## src/rtl/ecc_secded_decoder_pipe.sv

```systemverilog
// ecc_secded_decoder_pipe
//
// Two-stage pipelined Hamming SECDED decoder. Stage 1 registers the codeword
// with its syndrome and overall parity; stage 2 classifies the word, optionally
// corrects a single flipped bit, extracts the data bits and registers all
// output fields. Saturating counters track corrected (ce) and uncorrectable
// (ue) words as they leave the decoder.
//
// Codeword layout (N = data_bit_width + redundant_bit_width):
//   index 0        overall parity over all N bits
//   index 2^k      Hamming check bit k+1 (k = 0 .. redundant_bit_width-2)
//   other indices  data bits, ascending, LSB first
//
// Handshake (both sides): a word moves across an interface on a rising edge
// where valid and ready are both high. valid must not depend on ready; once a
// stage holds a valid word it keeps it, unchanged, until it is taken.
//   s2_adv        = !dec_valid_out || dec_ready_in
//   s1_adv        = !s1_valid || s2_adv
//   dec_ready_out = s1_adv
//
// Ports:
//   clk, rst        clock, synchronous active-high reset
//   dec_data_in     codeword in
//   dec_valid_in    codeword valid
//   dec_ready_out   decoder can accept a codeword this cycle
//   corr_en         1 = correct single errors, 0 = pass data raw (sampled with the word)
//   dec_data_out    decoded data
//   dec_valid_out   output valid
//   dec_ready_in    consumer accepts
//   ce_out          single error detected (corrected if corr_en was set)
//   ue_out          uncorrectable error
//   syndrome_out    Hamming syndrome of the word
//   err_pos_out     codeword index of the single error, 0 when ce_out is low
//   cnt_clr         synchronous clear of both counters, wins over a count event
//   ce_count        saturating count of ce words handed to the consumer
//   ue_count        saturating count of ue words handed to the consumer

module ecc_secded_decoder_pipe #(
    parameter int data_bit_width      = 64,
    parameter int redundant_bit_width = 8,
    parameter int cnt_width           = 16,
    localparam int N  = data_bit_width + redundant_bit_width,
    localparam int SW = redundant_bit_width - 1,
    localparam int PW = $clog2(N)
) (
    input  logic                      clk,
    input  logic                      rst,
    input  logic [N-1:0]              dec_data_in,
    input  logic                      dec_valid_in,
    output logic                      dec_ready_out,
    input  logic                      corr_en,
    output logic [data_bit_width-1:0] dec_data_out,
    output logic                      dec_valid_out,
    input  logic                      dec_ready_in,
    output logic                      ce_out,
    output logic                      ue_out,
    output logic [SW-1:0]             syndrome_out,
    output logic [PW-1:0]             err_pos_out,
    input  logic                      cnt_clr,
    output logic [cnt_width-1:0]      ce_count,
    output logic [cnt_width-1:0]      ue_count
);

    // Syndromes at or above N name a bit that does not exist in the
    // shortened code; one extra bit keeps the compare exact when N = 2^SW.
    localparam logic [SW:0] n_lim = (SW+1)'(N);

    // Codeword index holding data bit j: the j-th non-power-of-two index >= 1.
    function automatic int data_idx(input int j);
        int c;
        int r;
        c = 0;
        r = 0;
        for (int i = 1; i < N; i++) begin
            if ((i & (i - 1)) != 0) begin
                if (c == j) r = i;
                c++;
            end
        end
        return r;
    endfunction

    // ---------------- handshake ----------------
    logic s1_valid;
    logic s1_adv;
    logic s2_adv;
    logic out_hs;

    assign s2_adv        = !dec_valid_out || dec_ready_in;
    assign s1_adv        = !s1_valid || s2_adv;
    assign dec_ready_out = s1_adv;
    assign out_hs        = dec_valid_out && dec_ready_in;

    // ---------------- stage 1 ----------------
    logic [SW-1:0] syn_c;
    logic          par_c;

    always_comb begin
        syn_c = '0;
        for (int i = 1; i < N; i++) begin
            if (dec_data_in[i]) syn_c = syn_c ^ SW'(i);
        end
        par_c = ^dec_data_in;
    end

    logic [N-1:0]  s1_code;
    logic          s1_corr;
    logic [SW-1:0] s1_syn;
    logic          s1_par;

    // ---------------- stage 2 combinational ----------------
    logic                      ce_c;
    logic                      ue_c;
    logic [N-1:0]              fix_c;
    logic [data_bit_width-1:0] data_c;
    logic [PW-1:0]             pos_c;

    always_comb begin
        ce_c  = s1_par && ({1'b0, s1_syn} < n_lim);
        ue_c  = (s1_par && !ce_c) || (!s1_par && (s1_syn != '0));
        pos_c = ce_c ? s1_syn[PW-1:0] : '0;
        fix_c = s1_code;
        // Syndrome 0 with odd parity flips the overall parity bit, which is
        // not part of the extracted data, so the data is unaffected.
        if (ce_c && s1_corr) fix_c[pos_c] = ~s1_code[pos_c];
    end

    for (genvar j = 0; j < data_bit_width; j++) begin : g_extract
        assign data_c[j] = fix_c[data_idx(j)];
    end

    // ---------------- registers ----------------
    always_ff @(posedge clk) begin
        if (rst) begin
            s1_valid      <= 1'b0;
            s1_code       <= '0;
            s1_corr       <= 1'b0;
            s1_syn        <= '0;
            s1_par        <= 1'b0;
            dec_valid_out <= 1'b0;
            dec_data_out  <= '0;
            ce_out        <= 1'b0;
            ue_out        <= 1'b0;
            syndrome_out  <= '0;
            err_pos_out   <= '0;
        end else begin
            if (s1_adv) begin
                s1_valid <= dec_valid_in;
                if (dec_valid_in) begin
                    s1_code <= dec_data_in;
                    s1_corr <= corr_en;
                    s1_syn  <= syn_c;
                    s1_par  <= par_c;
                end
            end
            if (s2_adv) begin
                dec_valid_out <= s1_valid;
                if (s1_valid) begin
                    dec_data_out <= data_c;
                    ce_out       <= ce_c;
                    ue_out       <= ue_c;
                    syndrome_out <= s1_syn;
                    err_pos_out  <= pos_c;
                end
            end
        end
    end

    // Counters advance only when a word is handed to the consumer, so a
    // stalled word is counted exactly once.
    always_ff @(posedge clk) begin
        if (rst || cnt_clr) begin
            ce_count <= '0;
            ue_count <= '0;
        end else if (out_hs) begin
            if (ce_out && (ce_count != '1)) ce_count <= ce_count + 1'b1;
            if (ue_out && (ue_count != '1)) ue_count <= ue_count + 1'b1;
        end
    end

endmodule

```

## config.mk

```make
export PLATFORM = sky130hd
export DESIGN_NAME = ecc_secded_decoder_pipe
export DESIGN_NICKNAME = d
export VERILOG_FILES = /design/src/rtl/ecc_secded_decoder_pipe.sv
export SDC_FILE = /design/constraint.sdc
export NUM_CORES = 1
export LEC_CHECK = 0
export CORE_UTILIZATION = 45
export DETAILED_ROUTE_END_ITERATION = 8
export GPL_TIMING_DRIVEN = 0
export PLACE_DENSITY = 0.71
export SLEW_MARGIN = 20
export SYNTH_ARGS = -nofsm -noshare
export SYNTH_HDL_FRONTEND = slang
export SYNTH_SLANG_ARGS = --single-unit
```

## constraint.sdc

```tcl
create_clock -name clk -period 2.55 [get_ports clk]
set_clock_uncertainty 0.15 [all_clocks]
set_input_delay 0.255 -clock clk [delete_from_list [all_inputs] [get_ports clk]]
set_output_delay 0.255 -clock clk [all_outputs]
set_load 0.02 [all_outputs]
```

[Word level (Yosys, flattened, before mapping)]
Cells that the tools add are included.
Cells by class
  add/subtract/negate cells: 2
  $mul: 0
  div/mod/pow operators: 0
  magnitude comparators: 3
  equal/unequal tests: 2
  shifts and indexed selects: 0
  muxes and demuxes: 78
  bitwise logic cells: 71
  reduce and logical (&&, ||, !) cells: 22
Operator list (count)
  6-bit two-way mux: 32
  5-bit two-way mux: 16
  72-bit bitwise mux: 1
  72-bit two-way mux: 1
  72-bit parity: 1
  3-bit inverter: 23
  4-bit inverter: 16
  7-bit two-way mux: 9
  2-bit inverter: 18
  16-bit by 1-bit adder with 16-bit output, second input constant: 2
  4-bit two-way mux: 8
  16-bit inequality test, second input constant: 2
  5-bit inverter: 6
  3-bit two-way mux: 4
  1-bit logical AND: 8
  7-bit by 8-bit less-than comparator with 1-bit output, second input constant: 1
  2-bit AND reduction: 4
  1-bit binary-select mux with 7-bit select: 1
  1-bit demux with 7-bit select: 1
  7-bit by 1-bit greater-or-equal comparator with 1-bit output, second input constant: 1
  7-bit less-than comparator, second input constant: 1
  7-bit nonzero test: 1
  1-bit inverter, first input constant: 6
  6-bit inverter: 1
  5 further kinds: 14
Word-level totals
  register bits after elaboration: 195
  latch bits: 0
  RAM bits: 0
  bits in read-only memories: 0
  input port bits: 78
  output and inout port bits: 114
  logic and storage cells: 191
  memories kept: 0

[Longest topological paths before layout]
Gate-level depths: netlist (run 1).
  word-level depth: 135
  depth in mapped cells: 11
  depth with buffers taken out: 7

[Worst setup path before layout (run 1)]
No wires, ideal clock.
  kind: register -> register
  start: register s1_syn[5]
  end: register dec_data_out[58]
  setup time: 132 ps
  arrival: 2029 ps
  required time: 2268 ps
  path slack: 238 ps
  cell stages (with the launch flop): 10
  path buffers: 2
  period minus slack after synthesis: 2312 ps
  cells stage by stage: dfxtp_1 -> buf_2 -> o31ai_4 -> nand3_1 -> or3b_1 -> clkbuf_1 -> nor4_1 -> mux2_2 -> nand2_1 -> a21oi_1
On the way
  longest elaborated chain between the ends: 9
  elaborated cells between the ends (all ways): 14
  those cells by class: order compare: 3; mux: 7; bitwise: 1; reduce/logical: 3
RTL lines
  start, declared: line 108  | logic [SW-1:0] s1_syn;
  start signal, assigned: line 152  | s1_syn <= syn_c;
  7-bit less-than comparator: line 119  | ce_c = s1_par && ({1'b0, s1_syn} < n_lim);
  1-bit logical AND: line 119
  7-bit two-way mux: line 121  | pos_c = ce_c ? s1_syn[PW-1:0] : '0;
  7-bit by 8-bit less-than comparator with 1-bit output (implied by the code) / 7-bit by 1-bit greater-or-equal comparator with 1-bit output (equally long branches): line 125  | if (ce_c && s1_corr) fix_c[pos_c] = ~s1_code[pos_c];
  1-bit logical AND (implied by the code): line 125
  1-bit two-way mux (implied by the code): line 125
  1-bit demux with 7-bit select: line 125
  72-bit bitwise mux: line 125
  72-bit two-way mux (*): line 125
  end signal, assigned: line 159  | dec_data_out <= data_c;
  end, declared: line 52  | output logic [data_bit_width-1:0] dec_data_out,
Every way passes the cells marked *; elsewhere a longest branch is shown, timed or not. The select of a mux whose other input is x is not followed.
A chain may end at the register's enable or synchronous reset.

[Worst setup path after layout (run 1)]
  start: register s1_syn[0]
  end: register dec_data_out[9]
The elaborated chain is that of the path after synthesis.

==> results.cfg, run 1 <==
[status]
outcome = finished with violations
violations = negative setup slack

[synth]
synth_edf_count = 0
syn-cell-area_sq_um = 10100
yosys.area.top_type = dfxtp_1
synthFlopType = dfxtp_1
ys_seq_elements = 195
synth_top_cells_by_area = dfxtp_1 (39%), xnor2_1 (12%), nand2_1 (8.0%)
ys_types = 66
ys_async_sr_fraction = 0
synth_nets = 1310
synth_top_cell_area_share = 0.388
avgSynthCellArea_sq_um = 8.18
ys_warn_count = 0
syn_inst = 1230
yosysSeqAreaShare = 0.388

[global_route]
grt_max_degree = 22
grt_pass1_wl_um = 52400
grt-ovfl-total = 0
antenna_found_initial = 0
grt_pass1_vias = 9080
grt_use_total = 0.308

[routing]
viasPerCell = 5.72
wl_per_cell_um = 20.3
vias = 10039
dr.pass1.iters = 8
final_antenna_net_count = 0
finalWirelength_um = 35700
drc = 0
drtIter0Drc = 948

[timing]
slew_violations = 0
timing.slew.headroom = 0.523
min_period_ns = 2.66
rsz0062_at_grt = yes
worst_hold_slack_ns = 0.101
tightestPinTransition_ns = 0.713
setup_ws_ns = -0.113
fin_crit_sh = 1.04
finalHoldViolCount = 0
max_freq_mhz = 376
setup-violations-final = 45

[final_layout]
nets = 1543
final_common_cell = nand2_1
stdcell_area_sq_um = 13700
final_cells = 1756
area_growth_pct = 35.8
final_cell_mix = nand2_1 (211), dfxtp_1 (190), clkdlybuf4s50_1 (190), xnor2_1 (127), a21oi_1 (126)
layout-drive-gt1-share = 0.133
num_antenna_cells = 0

[setup_path]
worst-path-max-fanout = 8
startpoint_type = flip-flop
arrival_ns = 2.85
crit_required_ns = 2.74
crit_path_end_kind = flip-flop
crit_type = reg2reg

[job]
maxCapViolations = 0

[clocking]
clock-root-buffer = clkbuf_16
clk_latency_ns = 0.45
numClockSinks = 195
clockBufferDepth = 2
cts_inserted_buffers = 17
h-tree-depth = 4
cts_tree = built
clk_pin_slew_worst_paths_ns = 0.08

[placed_design]
hpwlAfterDp_um = 26400
dp.cells = 1701
io_buffers = 191
gp_congestion = 0.974
placed_area_sq_um = 12300

[power]
power.share.sequential = 0.337
switching_share = 0.374
combinationalPowerShare = 0.387
pwr-share-clk = 0.276
power_leakage_nw = 4.74
p_sw_mw = 3.77
irDropWorstVdd_mv = 0.572
p_int_mw = 6.30
power_density_nw_per_um2 = 737

[floorplan]
die_area_sq_um = 23000
core_sq_um = 21900
die_h_um = 152
die_w_um = 152
num_rows = 54
ios = 192
start_util = 0.460

[worst_hold_path]
hp-class = in2reg
==> stage by stage <==
stage / TNS [ns] / power [mW] / setup WS, ns / utilization
after detailed placement: -51.66 / 6.61 / -0.578 / 0.563
after CTS: -0.144 / 9.70 / -0.0321 / 0.608
after floorplan: 0 / 5.57 / 0.238 / -
after global routing: -5.45 / 10.4 / -0.150 / 0.624
after global placement: -47.31 / 6.61 / -0.611 / 0.563
final: -2.89 / 10.1 / -0.113 / 0.624
==> layout make-up <==
cell class | count | area, sq um
clock buffer | 17 | 425
tap | 280 | 350
inverter | 8 | 33.8
fill | 1974 | 8230
multi-input combinational | 939 | 6120
sequential | 195 | 3910
buffer | 83 | 494
timing repair buffer | 219 | 2140
clock inverter | 15 | 183
==> power by group through the flow <==
| stage | sequential, mW | clock [mW] | combinational (mW) |
|---|---|---|---|
| final | 3.39 | 2.78 | 3.89 |
| after global routing | 3.40 | 2.92 | 4.06 |
| after CTS | 3.35 | 2.78 | 3.57 |
| after detailed placement | 3.42 | 0 | 3.19 |
| after global placement | 3.41 | 0 | 3.19 |
| after floorplan | 3.44 | 0 | 2.13 |
==> routing by layer <==
layer,part of all wire,wire [um],vias to the layer above,GRT usage
li1,-,-,4720,-
met4,0.035,1260,0,0.129
met1,0.43,15200,4736,0.421
met2,0.45,16200,495,0.478
met5,0,0,-,0
met3,0.086,3080,88,0.0521
==> critical path, stage by stage, from the launching register on <==
cell and delay [ns]:
dfxtp_2 0.36, buf_2 0.21, nand2b_1 0.47, o32a_1 0.25, o21ai_0 0.10, a221oi_2 0.38
o21ai_4 0.11, a21oi_4 0.28, buf_6 0.19, a211oi_2 0.07
==> state kept, by name (all words and copies together), names as in the netlist <==
register,flops
s1_valid,1
s1_syn,7
syndrome_out,7
ce_count,16
s1_code,72
ce_out,1
ue_out,1
dec_valid_out,1
s1_corr,1
s1_par,1
err_pos_out,7
ue_count,16
dec_data_out,64
==> synth_stat cells, types with 2 or more instances <==
cell,number
nor3_1,37
dfxtp_1,195
nand2b_1,8
buf_1,4
a31oi_2,2
a22oi_1,3
o32a_1,2
a211oi_1,29
xnor3_1,3
a2bb2oi_1,2
mux2_2,14
a31oi_1,21
o21ai_0,24
buf_6,6
xor2_1,28
ha_1,2
nand4_1,9
or3_1,10
nor3b_1,4
nor2b_1,7
or2_2,5
a22o_1,24
nor4_1,6
xnor2_1,133
clkbuf_1,64
o21ai_1,3
a21o_1,5
buf_4,3
and3_1,7
nor2_1,100
o211ai_1,5
o22ai_1,11
mux4_2,2
nand3_1,17
inv_1,8
nand2_1,214
buf_2,11
o21bai_1,20
and2_1,5
mux2i_1,12
and4_1,8
a21oi_1,133
==> logic make-up (layout without fill, tap and decap cells) <==
| kind of cell | after synthesis | count (layout) | synth area share |
|---|---|---|---|
| xor+xnor | 164 | 164 | 0.147 |
| fa+ha+maj | 2 | 2 | 0.00249 |
| simple gates | 441 | 441 | 0.193 |
| compound gates | 304 | 304 | 0.195 |
| buf+inv | 96 | 342 | 0.0428 |
| mux | 28 | 28 | 0.0321 |
| flops | 195 | 195 | 0.388 |
==> worst paths after layout <==
kind	startpoint	depth (start not counted)	end	slack, ns
worst max-delay path	s1_syn[0]	9	dec_data_out[9]	-0.11
worst max register to register	s1_syn[0]	9	dec_data_out[9]	-0.11
worst min-delay path	dec_data_in[71]	3	s1_code[71]	0.10
worst min register to register	dec_data_out[52]	1	dec_data_out[52]	0.30
==> timing repair <==
item / in CTS / in global routing
endpoints found under the setup margin: 72 / 72
setup buffers: 10 / 15
hold buffers: 0 / 0
gates resized for setup: 77 / 62
gates cloned: 2 / 1
pin swaps: 8 / 10
No activity file was read; power rests on OpenSTA's default activity.
==> run 2: changes to the inputs <==
Settings changed: CAP_MARGIN set to 20.
==> results of run 2 <==
No change in the layout: final DEF, timing and power equal those of run 1.
==> run 3: changes to the inputs <==
Settings changed: CELL_PAD_IN_SITES_DETAIL_PLACEMENT set to 0, CELL_PAD_IN_SITES_GLOBAL_PLACEMENT set to 1, CORE_UTILIZATION 45 to 39, PLACE_DENSITY 0.71 to not set, PLACE_DENSITY_LB_ADDON set to 0.1.
==> results.cfg, run 3 (synthesis gave the netlist of run 1 again) <==
[status]
outcome = finished with violations
violations = negative setup slack

[final_layout]
final_common_cell = nand2_1
fillCellCount = 2448
nets = 1539
layout-drive-gt1-share = 0.124
top_regs = s1_code x72, dec_data_out x64
stdcell_area_sq_um = 13600
seqCellArea_sq_um = 3910
largest_register = s1_code
largest_register_ffs = 72
multi_input_area_sq_um = 6090
num_antenna_cells = 0
area_growth_pct = 35.1
final_cell_mix = nand2_1 (212), dfxtp_1 (190), clkdlybuf4s50_1 (190), xnor2_1 (129), a21oi_1 (127)

[timing]
tightestPinTransition_ns = 0.712
fin_crit_sh = 1.03
slew_violations = 0
timing.slew.headroom = 0.521
rsz0062_at_grt = yes
setup-violations-final = 21
min_period_ns = 2.63
finalHoldViolCount = 0
max_freq_mhz = 380
setup_ws_ns = -0.0831

[setup_path]
startpoint_type = flip-flop
path_delay_family = compound AO/OA/AOI/OAI gates
crit_path_end_kind = flip-flop
cpMaxStageDelayCell = dfxtp_2
rr_endpoint = dec_data_out[24]
worst-path-max-fanout = 5
crit_type = reg2reg
reg2reg_slack_ns = -0.08
path_cells = buf_8 -> o31ai_4 -> nand2_2 -> a311o_1 -> a222oi_1 -> buf_4 -> o21ai_4 -> a21oi_4 -> buf_6 -> a211oi_1
cp-startpoint = s1_syn[5]
path_buf_inv = 3
arrival_ns = 2.81
rr_startpoint = s1_syn[5]
cpPeakStageDelay_ns = 0.34
crit_required_ns = 2.72
r2r_cells = 10

[routing]
drtIter0Drc = 762
vias = 9614
drc = 0
finalWirelength_um = 35100
dr.pass1.iters = 5
final_antenna_net_count = 0
viasPerCell = 5.34
wl_per_cell_um = 19.5

[worst_hold_path]
hp-class = in2reg
hold_start = dec_data_in[71]
min_to = s1_code[71]
holdPathStages = 3

[global_route]
antenna_found_initial = 0
grt_use_total = 0.266
grt_pass1_wl_um = 53200
grt_pass1_vias = 8989
grt-ovfl-total = 0
grt_max_degree = 19

[clocking]
h-tree-depth = 4
clockBufferDepth = 2
cts_inserted_buffers = 17
clk_pin_slew_worst_paths_ns = 0.07
clock-root-buffer = clkbuf_16
clk_latency_ns = 0.44
cts_tree = built
cts-hold-fix-buffers = 0
numClockSinks = 195

[floorplan]
start_util = 0.398
die_area_sq_um = 26400
num_rows = 58
ios = 192
die_h_um = 163
die_w_um = 163
core_sq_um = 25300

[power]
power_density_nw_per_um2 = 715
irDropWorstVdd_mv = 0.481
finalPower_mw = 9.72
power_leakage_nw = 4.68

[placed_design]
hpwlAfterDp_um = 26400
gp_congestion = 0.941
placed_area_sq_um = 12400
io_buffers = 191

[job]
maxCapViolations = 0
-- run 3: changes by cell type in the layout (fill, tap and decap cells not counted), moves of 3 or more --
cell	previous run	this run
a31oi_1	15	7
a31oi_2	8	16
buf_4	26	20
clkinv_4	1	6
clkinv_8	5	0
a211oi_1	12	16
a211oi_2	17	13
buf_6	11	15
clkbuf_1	48	52
nor4_1	2	5
nor4_2	4	1
-- run 3: repair_timing --
| item | in CTS | in global routing |
|---|---|---|
| pin swaps | 3 | 9 |
| buffers inserted | 2 | 18 |
| setup endpoints to repair | 63 | 79 |
| resized for setup | 44 | 89 |
| gates cloned | 0 | 3 |
| hold endpoints to repair | 0 | 0 |
-- run 3: metrics by stage --
stage	setup slack, ns	utilization	std cells	hold slack (ns)	setup TNS (ns)
after floorplan	0.238	-	1230	0.241	0
after global placement	-0.733	0.490	1751	0.288	-48.41
after detailed placement	-0.585	0.491	1751	0.292	-32.09
after CTS	-0.0900	0.519	1781	0.263	-1.72
after global routing	-0.218	0.538	1801	0.104	-7.08
final	-0.0831	0.538	1801	0.104	-1.39
-- run 3: metal layers --
layer  global-route usage  routed length [um]
met5                    0                   0
met2                0.423               16000
met4               0.0794                 823
met3               0.0448                2060
met1                0.368               16200
-- run 3: layout make-up --
cell class,count,share of cell area
clock buffers,18,0.0316
inverters,8,0.00249
flip-flops and latches,195,0.288
plain buffers,85,0.0369
well taps,330,0.0304
repair buffers,213,0.154
clock inverters,13,0.00884
multi-input cells,939,0.448
-- run 3: worst max-delay path by stage --
stage | slack [ns] | end | depth (start not counted)
final | -0.08 | dec_data_out[24] | 10
after global routing | -0.22 | dec_data_out[23] | 10
after CTS | -0.09 | dec_data_out[24] | 11
after detailed placement | -0.59 | dec_data_out[22] | 10
after global placement | -0.73 | s1_code[67] | 7
after floorplan | 0.24 | dec_data_out[58] | 9
-- run 3: tightest hold or removal path, stage by stage --
cell and delay [ns]:
dlymetal6s2s_1 0.22, nand2_1 0.11, a21oi_1 0.06
-- run 3: power breakdown --
part	total, mW	switching (mW)	internal, mW
clock network	2.60	1.32	1.29
registers	3.38	0.162	3.22
logic	3.74	2.05	1.69
